--- config.mk ---
export PLATFORM = sky130hd
export DESIGN_NAME = pipe_ctrl
export DESIGN_NICKNAME = d
export VERILOG_FILES = /design/src/rtl/pipe_ctrl.sv
export SDC_FILE = /design/constraint.sdc
export NUM_CORES = 1
export LEC_CHECK = 0
export BUFFER_PORTS_ARGS = -buffer_cell sky130_fd_sc_hd__buf_4
export CAP_MARGIN = 20
export CORE_MARGIN = 2
export CORE_UTILIZATION = 50
export CTS_CLUSTER_DIAMETER = 120
export CTS_CLUSTER_SIZE = 14
export DETAILED_ROUTE_END_ITERATION = 12
export GPL_TIMING_DRIVEN = 0
export HOLD_SLACK_MARGIN = 0.08
export PLACE_DENSITY = 0.84
export SLEW_MARGIN = 20
export SYNTH_ARGS = -nofsm -noshare
export SYNTH_HDL_FRONTEND = slang
export SYNTH_SLANG_ARGS = --single-unit
--- constraint.sdc ---
create_clock -name clk_i -period 6.39 [get_ports clk_i]
set_clock_uncertainty 0.15 [all_clocks]
set_input_delay 0.9585 -clock clk_i [delete_from_list [all_inputs] [get_ports clk_i]]
set_output_delay 0.9585 -clock clk_i [all_outputs]
set_load 0.05 [all_outputs]
--- src/rtl/pipe_ctrl.sv ---
// Pipeline hazard controller: load-use stalls, jump flushes and
// data-memory wait stalls with a sticky timeout flag and stall counter.
module pipe_ctrl #(
   parameter int unsigned TIMEOUT = 255
) (
   input  logic        clk_i,
   input  logic        rst_n_i,
   input  logic [4:0]  id_reg1_raddr_i,
   input  logic [4:0]  id_reg2_raddr_i,
   input  logic        id_reg1_re_i,
   input  logic        id_reg2_re_i,
   input  logic        exe_is_load_i,
   input  logic        exe_reg_we_i,
   input  logic [4:0]  exe_reg_waddr_i,
   input  logic        exe_jump_i,
   input  logic [31:0] exe_jump_addr_i,
   input  logic        mem_req_i,
   input  logic        mem_ack_i,
   output logic [3:0]  stall_o,
   output logic [1:0]  flush_o,
   output logic        pc_redirect_o,
   output logic [31:0] pc_redirect_addr_o,
   output logic [1:0]  state_o,
   output logic [15:0] stall_cnt_o,
   output logic        err_o
);

   typedef enum logic [1:0] {
      RUN     = 2'd0,
      LDUSE   = 2'd1,
      MEMWAIT = 2'd2,
      FLUSH   = 2'd3
   } state_t;

   localparam logic [16:0] TO = 17'(TIMEOUT);

   state_t      r_state;
   state_t      w_next;
   logic [15:0] r_wait_cnt;
   logic [15:0] r_stall_cnt;
   logic        r_err;
   logic        w_mem_wait;
   logic        w_hit1;
   logic        w_hit2;
   logic        w_hazard;
   logic [16:0] w_wait_inc;

   assign w_mem_wait = mem_req_i & ~mem_ack_i;
   assign w_hit1     = id_reg1_re_i & (id_reg1_raddr_i == exe_reg_waddr_i);
   assign w_hit2     = id_reg2_re_i & (id_reg2_raddr_i == exe_reg_waddr_i);
   assign w_hazard   = exe_is_load_i & exe_reg_we_i &
                       (exe_reg_waddr_i != 5'd0) & (w_hit1 | w_hit2);
   assign w_wait_inc = {1'b0, r_wait_cnt} + 17'd1;

   always_comb begin
      w_next             = r_state;
      stall_o            = 4'b0000;
      flush_o            = 2'b00;
      pc_redirect_o      = 1'b0;
      pc_redirect_addr_o = 32'd0;
      if (r_state == MEMWAIT) begin
         if (mem_ack_i) begin
            w_next = RUN;
         end else begin
            stall_o = 4'b1111;
         end
      end else if (w_mem_wait) begin
         stall_o = 4'b1111;
         w_next  = MEMWAIT;
      end else if (exe_jump_i) begin
         flush_o            = 2'b11;
         pc_redirect_o      = 1'b1;
         pc_redirect_addr_o = exe_jump_addr_i;
         w_next             = FLUSH;
      end else if (w_hazard && r_state != LDUSE) begin
         stall_o = 4'b0011;
         flush_o = 2'b10;
         w_next  = LDUSE;
      end else begin
         // FLUSH kills the fetch that was in flight when the jump resolved
         flush_o = (r_state == FLUSH) ? 2'b01 : 2'b00;
         w_next  = RUN;
      end
      if (!rst_n_i) begin
         stall_o            = 4'b0000;
         flush_o            = 2'b00;
         pc_redirect_o      = 1'b0;
         pc_redirect_addr_o = 32'd0;
      end
   end

   always_ff @(posedge clk_i or negedge rst_n_i) begin
      if (!rst_n_i) begin
         r_state     <= RUN;
         r_wait_cnt  <= 16'd0;
         r_stall_cnt <= 16'd0;
         r_err       <= 1'b0;
      end else begin
         r_state <= w_next;
         if (r_state != MEMWAIT) begin
            r_wait_cnt <= 16'd0;
         end else if (!mem_ack_i && r_wait_cnt != 16'hFFFF) begin
            r_wait_cnt <= w_wait_inc[15:0];
         end
         if (r_state == MEMWAIT && !mem_ack_i && w_wait_inc >= TO) begin
            r_err <= 1'b1;
         end
         if ((|stall_o) && r_stall_cnt != 16'hFFFF) begin
            r_stall_cnt <= r_stall_cnt + 16'd1;
         end
      end
   end

   assign state_o     = r_state;
   assign stall_cnt_o = r_stall_cnt;
   assign err_o       = r_err;

endmodule

After elaboration in Yosys (flattened, before gate mapping). Index checks and enable logic that the tools add are counted.

Bits in registers: 35. Input port bits: 56. Logic and storage cells: 60. Output and inout bits: 58.

Add/subtract/negate cells: 2. Bitwise operators: 8. Reductions and logical operators: 9. Eq/ne operators: 9. $lt $le $gt $ge: 1. Mux-type cells: 27.

Operator list (count): $mux 32 (4); $mux 16 (2); $ne 16x16->1 const B (2); $mux 2 (11); $add 16x1->17 const B (1); $ge 17x8->1 const B (1); $add 16x1->16 const B (1); $mux 4 (4); $eq 5x5->1 (2); $and 1x1->1 (6); $mux 1 (6); $logic_and 1x1->1 (5); $reduce_bool 5->1 (1); $eq 2x2->1 const B (2); $ne 2x2->1 const B (2); $reduce_or 4->1 (1); $ne 2x1->1 const B (1); $reduce_bool 2->1 (1); $logic_not 1->1 (1); $not 1->1 (1); $or 1x1->1 (1).

Depth between registers and ports, before layout. Gate-level depths: netlist of the first run.

Word-level depth: 12. Gate-level depth with buffers: 8.

Worst setup path after synthesis of the first run. No wires, ideal clock.

Path type: input port to output port. From: in exe_reg_waddr_i[1]. To: out stall_o[1]. Stages on the path: 6. Slack: 2.527 ns. Buffers on the path: 1. Data arrival time: 2.754 ns. Path through: xnor2_1 > nand4_1 > o22ai_1 > o211ai_1 > o22ai_1 > buf_4.

Longest elaborated chain between the ends: 10.

RTL lines: start: declaration (RTL line 14) `input logic [4:0] exe_reg_waddr_i,`; $eq 5x5->1, on equally long branches (RTL line 49, 50); $and 1x1->1, on equally long branches (RTL line 49, 50); $or 1x1->1 (RTL line 52) `(exe_reg_waddr_i != 5'd0) & (w_hit1 | w_hit2);`; $and 1x1->1 * (RTL line 52); $logic_and 1x1->1 * (RTL line 75) `end else if (w_hazard && r_state != LDUSE) begin`; $mux 2 * (RTL line 75); $mux 2 * (RTL line 70) `end else if (exe_jump_i) begin`; $mux 4 * (RTL line 67) `end else if (w_mem_wait) begin`; $mux 4 * (RTL line 61) `if (r_state == MEMWAIT) begin`; $mux 4 * (RTL line 84) `if (!rst_n_i) begin`; end: declaration (RTL line 19) `output logic [3:0] stall_o,`.

Every way passes the cells marked *; elsewhere a longest branch is shown, timed or not.

Worst setup path after layout of the first run.
From: in rst_n_i. To: out pc_redirect_addr_o[2].

Longest elaborated chain between the ends: 1.

RTL lines: start: declaration (RTL line 7) `input logic rst_n_i,`; $mux 32 (RTL line 84); end: declaration (RTL line 22) `output logic [31:0] pc_redirect_addr_o,`.

Every way passes these cells.

==> metrics.txt, run 1 <==
status=finished, final reports clean; htree depth=2; row cnt=24; Peak VDD IR=0.354 mV; Slew Viols, Final=0; largest net degree at the start of global routing=39; Tcrit/Tclk final=57.3%; Initial DRT Pass Iterations=4; Placed Area=3200 um^2; drt via density=5.21; CTS buffer count=5; Seq/Total Area, Yosys=38.2%; core footprint=4380 um^2; hpwl dp=around 4900 um; net count after synthesis=315; Clock Tree Root=clkbuf_8; final hold violation count=0; DR WL/cell=~15 um; synthesized instance count=approximately 260; crit end category=output port; Cell Area, Synth=approximately 2300 um^2; GRT Util Overall=24.6%; number of flops mapped to enable cells by yosys=0; worst-path fanout max=38; ANT nets after route=0; HP Class=reg -> reg; Primary FF master, synth=dfrtp_1; via count=2237; clk slew on worst S/H paths=0.07 ns; Worst EP arrival=2.55 ns; Area Overhead vs Synth=43.6%; Warnings, synthesis=0; fmax=273 MHz; starting density of the core=52.3%; setup slack after placement=2.75 ns; Tmin final=3.66 ns; Yosys reg bits=35; Leak=between 1.5 and 2 nW; CTS tree=done; Final #Nets=435; drt total wl=slightly above 6000 um; num ports=114; syn avg cell area=8.95 um^2; critical path type=in -> out; number of setup violations in the final report=0; I/O Buffers=113; unrepaired setup endpoints after global routing=no; CP required=5.28 ns; Yosys cell types=44; # diodes=0; violation count after the first detailed-route iteration=116; Die W=71.7 um; initial antenna violation count=0; via count of the first global-routing pass=2232; Die Y=just over 70 um; setup TNS=0 ns; first-pass GRT wire length=roughly 10000 um; CTS resizes=0; total power per unit cell area=220 nW/um^2; fill cell count=325; share of layout cells above drive strength 1=35.8%; worst slew pin tran=0.503 ns; asr flop ratio synth=100%; DRC=0; deepest clock path buffer count=2; Sink Count=35; # hold bufs at CTS=0; Final WS setup=~2.7 ns; Slew headroom=between 60% and 70%; crit path launch type=input port; Clk Latency, worst-skew pair=roughly 0.29 ns; postcts setup bufs=0; Design Area, Final=3290 um^2; die area=around 5100 um^2; total congestion overflow=0; routability congestion estimate=approximately 0.83; max-cap violations=0
==> state kept, by name, indices dropped and copies added, names as in the netlist <==
name,flops
stall_cnt_o,16
err_o,1
r_wait_cnt,16
state_o,2
==> layer usage <==
| layer | part of all wire [%] | wire length [um] | vias up | track usage (%) |
|---|---|---|---|---|
| met3 | 5.4 | 335 | 9 | 6.75 |
| met1 | 43 | 2690 | 1056 | 32.7 |
| li1 | - | - | 1113 | - |
| met4 | 1.3 | 78 | 0 | 7.34 |
| met5 | 0 | 0 | - | 0 |
| met2 | 50 | 3130 | 59 | 39.1 |
==> placed cells by master, fill, tap and decap left out, drive strengths merged, types with 2 or more instances in the layout <==
master and instances:
a21oi 7, nor2 29, dfrtp 35, inv 7, nand2 17, and3 4
nand3 14, o21ai 5, o22ai 2, nor4b 6, nand4 8, ha 3
o21a 2, and2 33, nand2b 2, and4 2, xnor2 16, buf 121
nor3 7, nor4 5, xor2 23, clkbuf 10, o211ai 2
==> final timing paths <==
kind | cells after the start | slack, ns | start | endpoint
min in group asynchronous | 1 | 0.47 | rst_n_i | r_wait_cnt[11]$_DFFE_PN0P_
max in group asynchronous | 1 | 5.27 | rst_n_i | stall_cnt_o[9]$_DFFE_PN0P_
min reg2reg | 1 | 0.35 | stall_cnt_o[12]$_DFFE_PN0P_ | stall_cnt_o[12]$_DFFE_PN0P_
max | 6 | 2.73 | rst_n_i | pc_redirect_addr_o[2]
min | 1 | 0.35 | stall_cnt_o[12]$_DFFE_PN0P_ | stall_cnt_o[12]$_DFFE_PN0P_
max reg2reg | 7 | 3.94 | stall_cnt_o[0]$_DFFE_PN0P_ | stall_cnt_o[1]$_DFFE_PN0P_
==> layout make-up <==
type | instances | area (um^2) | share of cell area [%]
Buffer | 12 | 68.8 | 2.09
Clock buffer | 6 | 72.6 | 2.21
Clock inverter | 2 | 12.5 | 0.380
Inverter | 7 | 26.3 | 0.799
Multi-Input combinational cell | 202 | 1320 | 40.1
Sequential cell | 35 | 876 | 26.6
Tap cell | 52 | 65.1 | 1.98
Timing Repair Buffer | 113 | 848 | 25.8
==> critical path, stage by stage <==
cell	delay [ns]
buf_4	0.40
nand2_1	0.16
nor2_1	0.27
clkbuf_1	0.33
and2_1	0.21
buf_4	0.20
==> cell usage after synthesis (2+ instances only) <==
cell,n,area (um^2)
o211ai_1,2,15.0
ha_1,3,37.5
nand4_1,8,50.1
clkbuf_1,4,15.0
nand2_1,17,63.8
inv_1,7,26.3
buf_4,3,22.5
and2_1,33,206
o22ai_1,2,12.5
dfrtp_1,35,876
xnor2_1,16,140
nor2_1,29,109
xor2_1,23,201
nor4_2,3,37.5
a21oi_1,6,30.0
nor4_1,2,12.5
and3_1,4,25.0
and4_1,2,17.5
nor4b_1,5,43.8
buf_2,4,20.0
nand3_1,13,65.1
nand2b_1,2,12.5
o21a_1,2,15.0
o21ai_0,5,25.0
nor3_1,7,35.0
==> power breakdown <==
part | internal [mW] | switching (mW) | leakage, nW
sequential | 0.245 | 0.0324 | 0.468
clock | 0.0761 | 0.0813 | 0.0412
combinational | 0.100 | 0.188 | 1.13
==> through the flow <==
| step | cells | utilization [%] | total power [mW] | hold slack, ns |
|---|---|---|---|---|
| global placement | 421 | 73.1 | 0.564 | 0.338 |
| floorplan | 256 | - | 0.463 | 0.369 |
| global route | 429 | 75.0 | 0.756 | 0.383 |
| CTS | 429 | 75.0 | 0.727 | 0.352 |
| finish | 429 | 75.0 | 0.723 | 0.350 |
| detailed placement | 421 | 73.1 | 0.569 | 0.337 |
==> cell families after synthesis <==
group,Yosys count,synth area share [%]
mux,2,0.928
flops,35,38.2
fa+ha+maj,3,1.64
compound gates,26,7.92
xor+xnor,39,14.9
simple gates,132,32.2
buf+inv,19,4.15
Power figures use the tool's default switching activity.
==> run 2, diff against run 1 <==
--- a/config.mk
+++ b/config.mk
@@ -5,16 +5,17 @@
 export SDC_FILE = /design/constraint.sdc
 export NUM_CORES = 1
 export LEC_CHECK = 0
+export ABC_AREA = 1
 export BUFFER_PORTS_ARGS = -buffer_cell sky130_fd_sc_hd__buf_4
 export CAP_MARGIN = 20
 export CORE_MARGIN = 2
-export CORE_UTILIZATION = 50
+export CORE_UTILIZATION = 48
 export CTS_CLUSTER_DIAMETER = 120
 export CTS_CLUSTER_SIZE = 14
 export DETAILED_ROUTE_END_ITERATION = 12
 export GPL_TIMING_DRIVEN = 0
 export HOLD_SLACK_MARGIN = 0.08
-export PLACE_DENSITY = 0.84
+export PLACE_DENSITY = 0.78
 export SLEW_MARGIN = 20
 export SYNTH_ARGS = -nofsm -noshare
 export SYNTH_HDL_FRONTEND = slang
==> constraint.sdc (replaced) <==
create_clock -name clk_i -period 3.5 [get_ports clk_i]
set_clock_uncertainty 0.15 [all_clocks]
set_input_delay 0.525 -clock clk_i [delete_from_list [all_inputs] [get_ports clk_i]]
set_output_delay 0.525 -clock clk_i [all_outputs]
set_load 0.05 [all_outputs]
==> run 2 against run 1 <==
Cell count rose by 40%. Critical path type unchanged. Register-to-register slack got worse by 2.6 ns. Critical path depth rose by 3. Sequential power rose by 73%. Die area rose by 20%. Total power rose by 72%. Largest cell class unchanged. Highest routed layer unchanged. Critical endpoint is now stall_o[1].
==> metrics.txt, run 2 <==
status=finished, final reports clean (unchanged); CP required=2.82 ns (was 5.28 ns); DR WL/cell=12.6 um (was 14.5 um); Warnings, synthesis=0 (unchanged); Cell Area, Synth=2660 um^2 (was 2290 um^2); Yosys reg bits=35 (unchanged); I/O Buffers=113 (unchanged); num ports=114 (unchanged); Die W=78.4 um (was 71.7 um); commonest non-fill, non-tap cell in the layout=buf_4 (unchanged); asr flop ratio synth=100% (unchanged); Worst EP arrival=2.59 ns (was 2.55 ns); crit path launch type=input port (unchanged); Slew Viols, Final=0 (unchanged); Design Area, Final=3700 um^2 (was 3290 um^2); via count of the first global-routing pass=2823 (was 2232); htree depth=2 (unchanged); drt total wl=7570 um (was 6230 um); # diodes=0 (unchanged); Final #Nets=587 (was 435); Clock Tree Root=clkbuf_8 (unchanged); total congestion overflow=0 (unchanged); crit end category=output port (unchanged); Yosys cell types=27 (was 44); Initial DRT Pass Iterations=4 (unchanged); Tmin final=3.27 ns; CTS tree=done (unchanged); count leader, synth=nand2_1 (was dfrtp_1); net count after synthesis=466 (was 315); total power per unit cell area=335 nW/um^2 (was 220 nW/um^2); unrepaired setup endpoints after global routing=no (unchanged); initial antenna violation count=0 (unchanged); via count=3000 (was 2237); Seq/Total Area, Yosys=33.0% (was 38.2%); row cnt=27 (was 24); Worst Setup SP=rst_n_i (unchanged); HP Class=reg -> reg (unchanged); CTS buffer count=5 (unchanged); syn avg cell area=6.53 um^2 (was 8.95 um^2); DRC=0 (unchanged); most frequent cells in the layout=buf_4 (115), nand2_1 (91), inv_1 (73), nor2_1 (69), nand3_1 (46) (was buf_4 (116), dfrtp_1 (35), and2_1 (33), nor2_1 (29), xor2_1 (23)); ANT nets after route=0 (unchanged); Worst R2R Setup Slack=1.34 ns (was 3.94 ns); RR Endpoint=r_wait_cnt[9]$_DFFE_PN0P_ (was stall_cnt_o[1]$_DFFE_PN0P_); worst slew pin tran=0.425 ns (was 0.503 ns); deepest clock path buffer count=2 (unchanged); Tcrit/Tclk final=93.3%; final hold violation count=0 (unchanged); worst r2r src=r_wait_cnt[0]$_DFFE_PN0P_ (was stall_cnt_o[0]$_DFFE_PN0P_); max-cap violations=0 (unchanged); worst reg2reg path depth=9 (was 7); CP max stage cell=dlygate4sd3_1 (was buf_4); cell taking the most area after synthesis=dfrtp_1 (unchanged); Placed Area=3600 um^2 (was 3200 um^2); share of layout cells above drive strength 1=26.5% (was 35.8%); Commonest cells post-synth=nand2_1 (91), inv_1 (73), nor2_1 (70) (was dfrtp_1 (35), and2_1 (33), nor2_1 (29)); hpwl dp=5910 um (was 4880 um); Sink Count=35 (unchanged); Clk Latency, worst-skew pair=0.29 ns (about the same); Peak VDD IR=0.315 mV (was 0.354 mV); CP Cell Sequence=dlygate4sd3_1 -> buf_8 -> inv_1 -> nor2_1 -> inv_1 -> nand2_2 -> buf_2 -> buf_4 -> buf_4 (was buf_4 -> nand2_1 -> nor2_1 -> clkbuf_1 -> and2_1 -> buf_4); starting density of the core=48.9% (was 52.3%); die area=6150 um^2 (was 5140 um^2); clk slew on worst S/H paths=0.08 ns (was 0.07 ns); setup TNS=0 ns (unchanged); drt via density=4.99 (was 5.21); Primary FF master, synth=dfrtp_1 (unchanged); core footprint=5440 um^2 (was 4380 um^2); critical path type=in -> out (unchanged); number of setup violations in the final report=0 (unchanged); largest net degree at the start of global routing=37 (was 39); fmax=306 MHz; worst-path fanout max=36 (was 38); number of flops mapped to enable cells by yosys=0 (unchanged); CP endpoint=stall_o[1] (was pc_redirect_addr_o[2]); Die Y=78.4 um (was 71.7 um); violation count after the first detailed-route iteration=117 (was 116); Slew headroom=71.7% (was 66.1%); synthesized instance count=407 (was 256); post-synth top area share=33.0% (was 38.2%); Area Overhead vs Synth=39.4% (was 43.6%); GRT Util Overall=25.2% (was 24.6%); routability congestion estimate=0.873 (was 0.833); CP max stage delay=0.57 ns (was 0.40 ns); top cells by area, synth=dfrtp_1 (33%), nand2_1 (13%), inv_1 (10%) (was dfrtp_1 (38%), and2_1 (9.0%), xor2_1 (8.8%)); first-pass GRT wire length=12500 um (was 10100 um); Leak=2.10 nW (was 1.64 nW)
[run 2: changes by cell type after synthesis, sizes merged, moves of 10 or more]
cell / previous run / this run
and2: 33 / 0
nand3: 14 / 47
nor2: 29 / 72
xnor2: 16 / 6
nand2: 17 / 94
inv: 7 / 73
[run 2: layout make-up]
type                    instances  area (um^2)
multi-input cells             288         1440
plain buffers                  11         67.6
inverters                      73          274
fillers                       471         1730
well taps                      72         90.1
clock buffers                   5         68.8
repair buffers                114          866
clock inverters                 3         20.0
flip-flops and latches         35          876
[run 2: power by group]
part	switching (mW)	total (mW)	leakage, nW	internal [mW]
combinational	0.302	0.461	1.58	0.158
clock	0.163	0.301	0.0402	0.139
sequential	0.0473	0.479	0.474	0.432
total	0.512	1.24	2.10	0.729
[run 2: how the worst min path moves through the flow]
stage / startpoint / end / slack, ns / cells past startpoint
floorplan: rst_n_i / err_o$_DFFE_PN0P_ / 0.08 / 0
global placement: err_o$_DFFE_PN0P_ / err_o$_DFFE_PN0P_ / 0.31 / 2
detailed placement: err_o$_DFFE_PN0P_ / err_o$_DFFE_PN0P_ / 0.32 / 2
CTS: err_o$_DFFE_PN0P_ / err_o$_DFFE_PN0P_ / 0.33 / 2
global route: mem_ack_i / err_o$_DFFE_PN0P_ / 0.38 / 4
finish: err_o$_DFFE_PN0P_ / err_o$_DFFE_PN0P_ / 0.34 / 2
[run 2: metal layers]
layer  share of wire (%)  global-route usage, %  up-vias  wire length, um
li1                    -                      -     1512                -
met1                  41                   27.7     1358             3100
met2                  50                   46.6      116             3760
met3                 7.3                   5.75       14              553
met4                 2.0                   10.2        0              155
met5                   0                      0        -                0
[run 2: timing repair]
action                                  CTS  global route
hold buffers                              1             0
resized for setup                         0             3
endpoints found under the hold margin    35             0
endpoints found under the setup margin    0            33
setup buffers                             0             0
[run 2: cell families (layout without fill, tap and decap cells)]
kind of cell    after synthesis  count (layout)  share of synthesized area [%]
compound gates               23              23                           4.94
xor+xnor                     25              25                           8.24
fa+ha+maj                     3               3                           1.41
buf+inv                      84             206                           12.9
flops                        35              35                           33.0
simple gates                237             237                           39.6
[run 2: worst max-delay path: cells and delay by family]
family	cells	cell delay, ns
and+or+nand+nor	2	0.41
buffers and inverters	7	1.63
[run 2: metrics by stage]
| stage | instances | hold slack (ns) | utilization (%) | setup WS [ns] | power (mW) |
|---|---|---|---|---|---|
| 3_3_place_gp | 592 | 0.312 | 66.2 | 0.645 | 0.941 |
| 3_5_place_dp | 592 | 0.316 | 66.2 | 0.623 | 0.946 |
| 6_report | 601 | 0.342 | 68.1 | 0.235 | 1.24 |
| 5_1_grt | 601 | 0.384 | 68.1 | 0.000455 | 1.30 |
| 2_1_floorplan | 407 | 0.0794 | - | 0.0795 | 0.775 |
| 4_1_cts | 601 | 0.335 | 68.0 | 0.0611 | 1.24 |
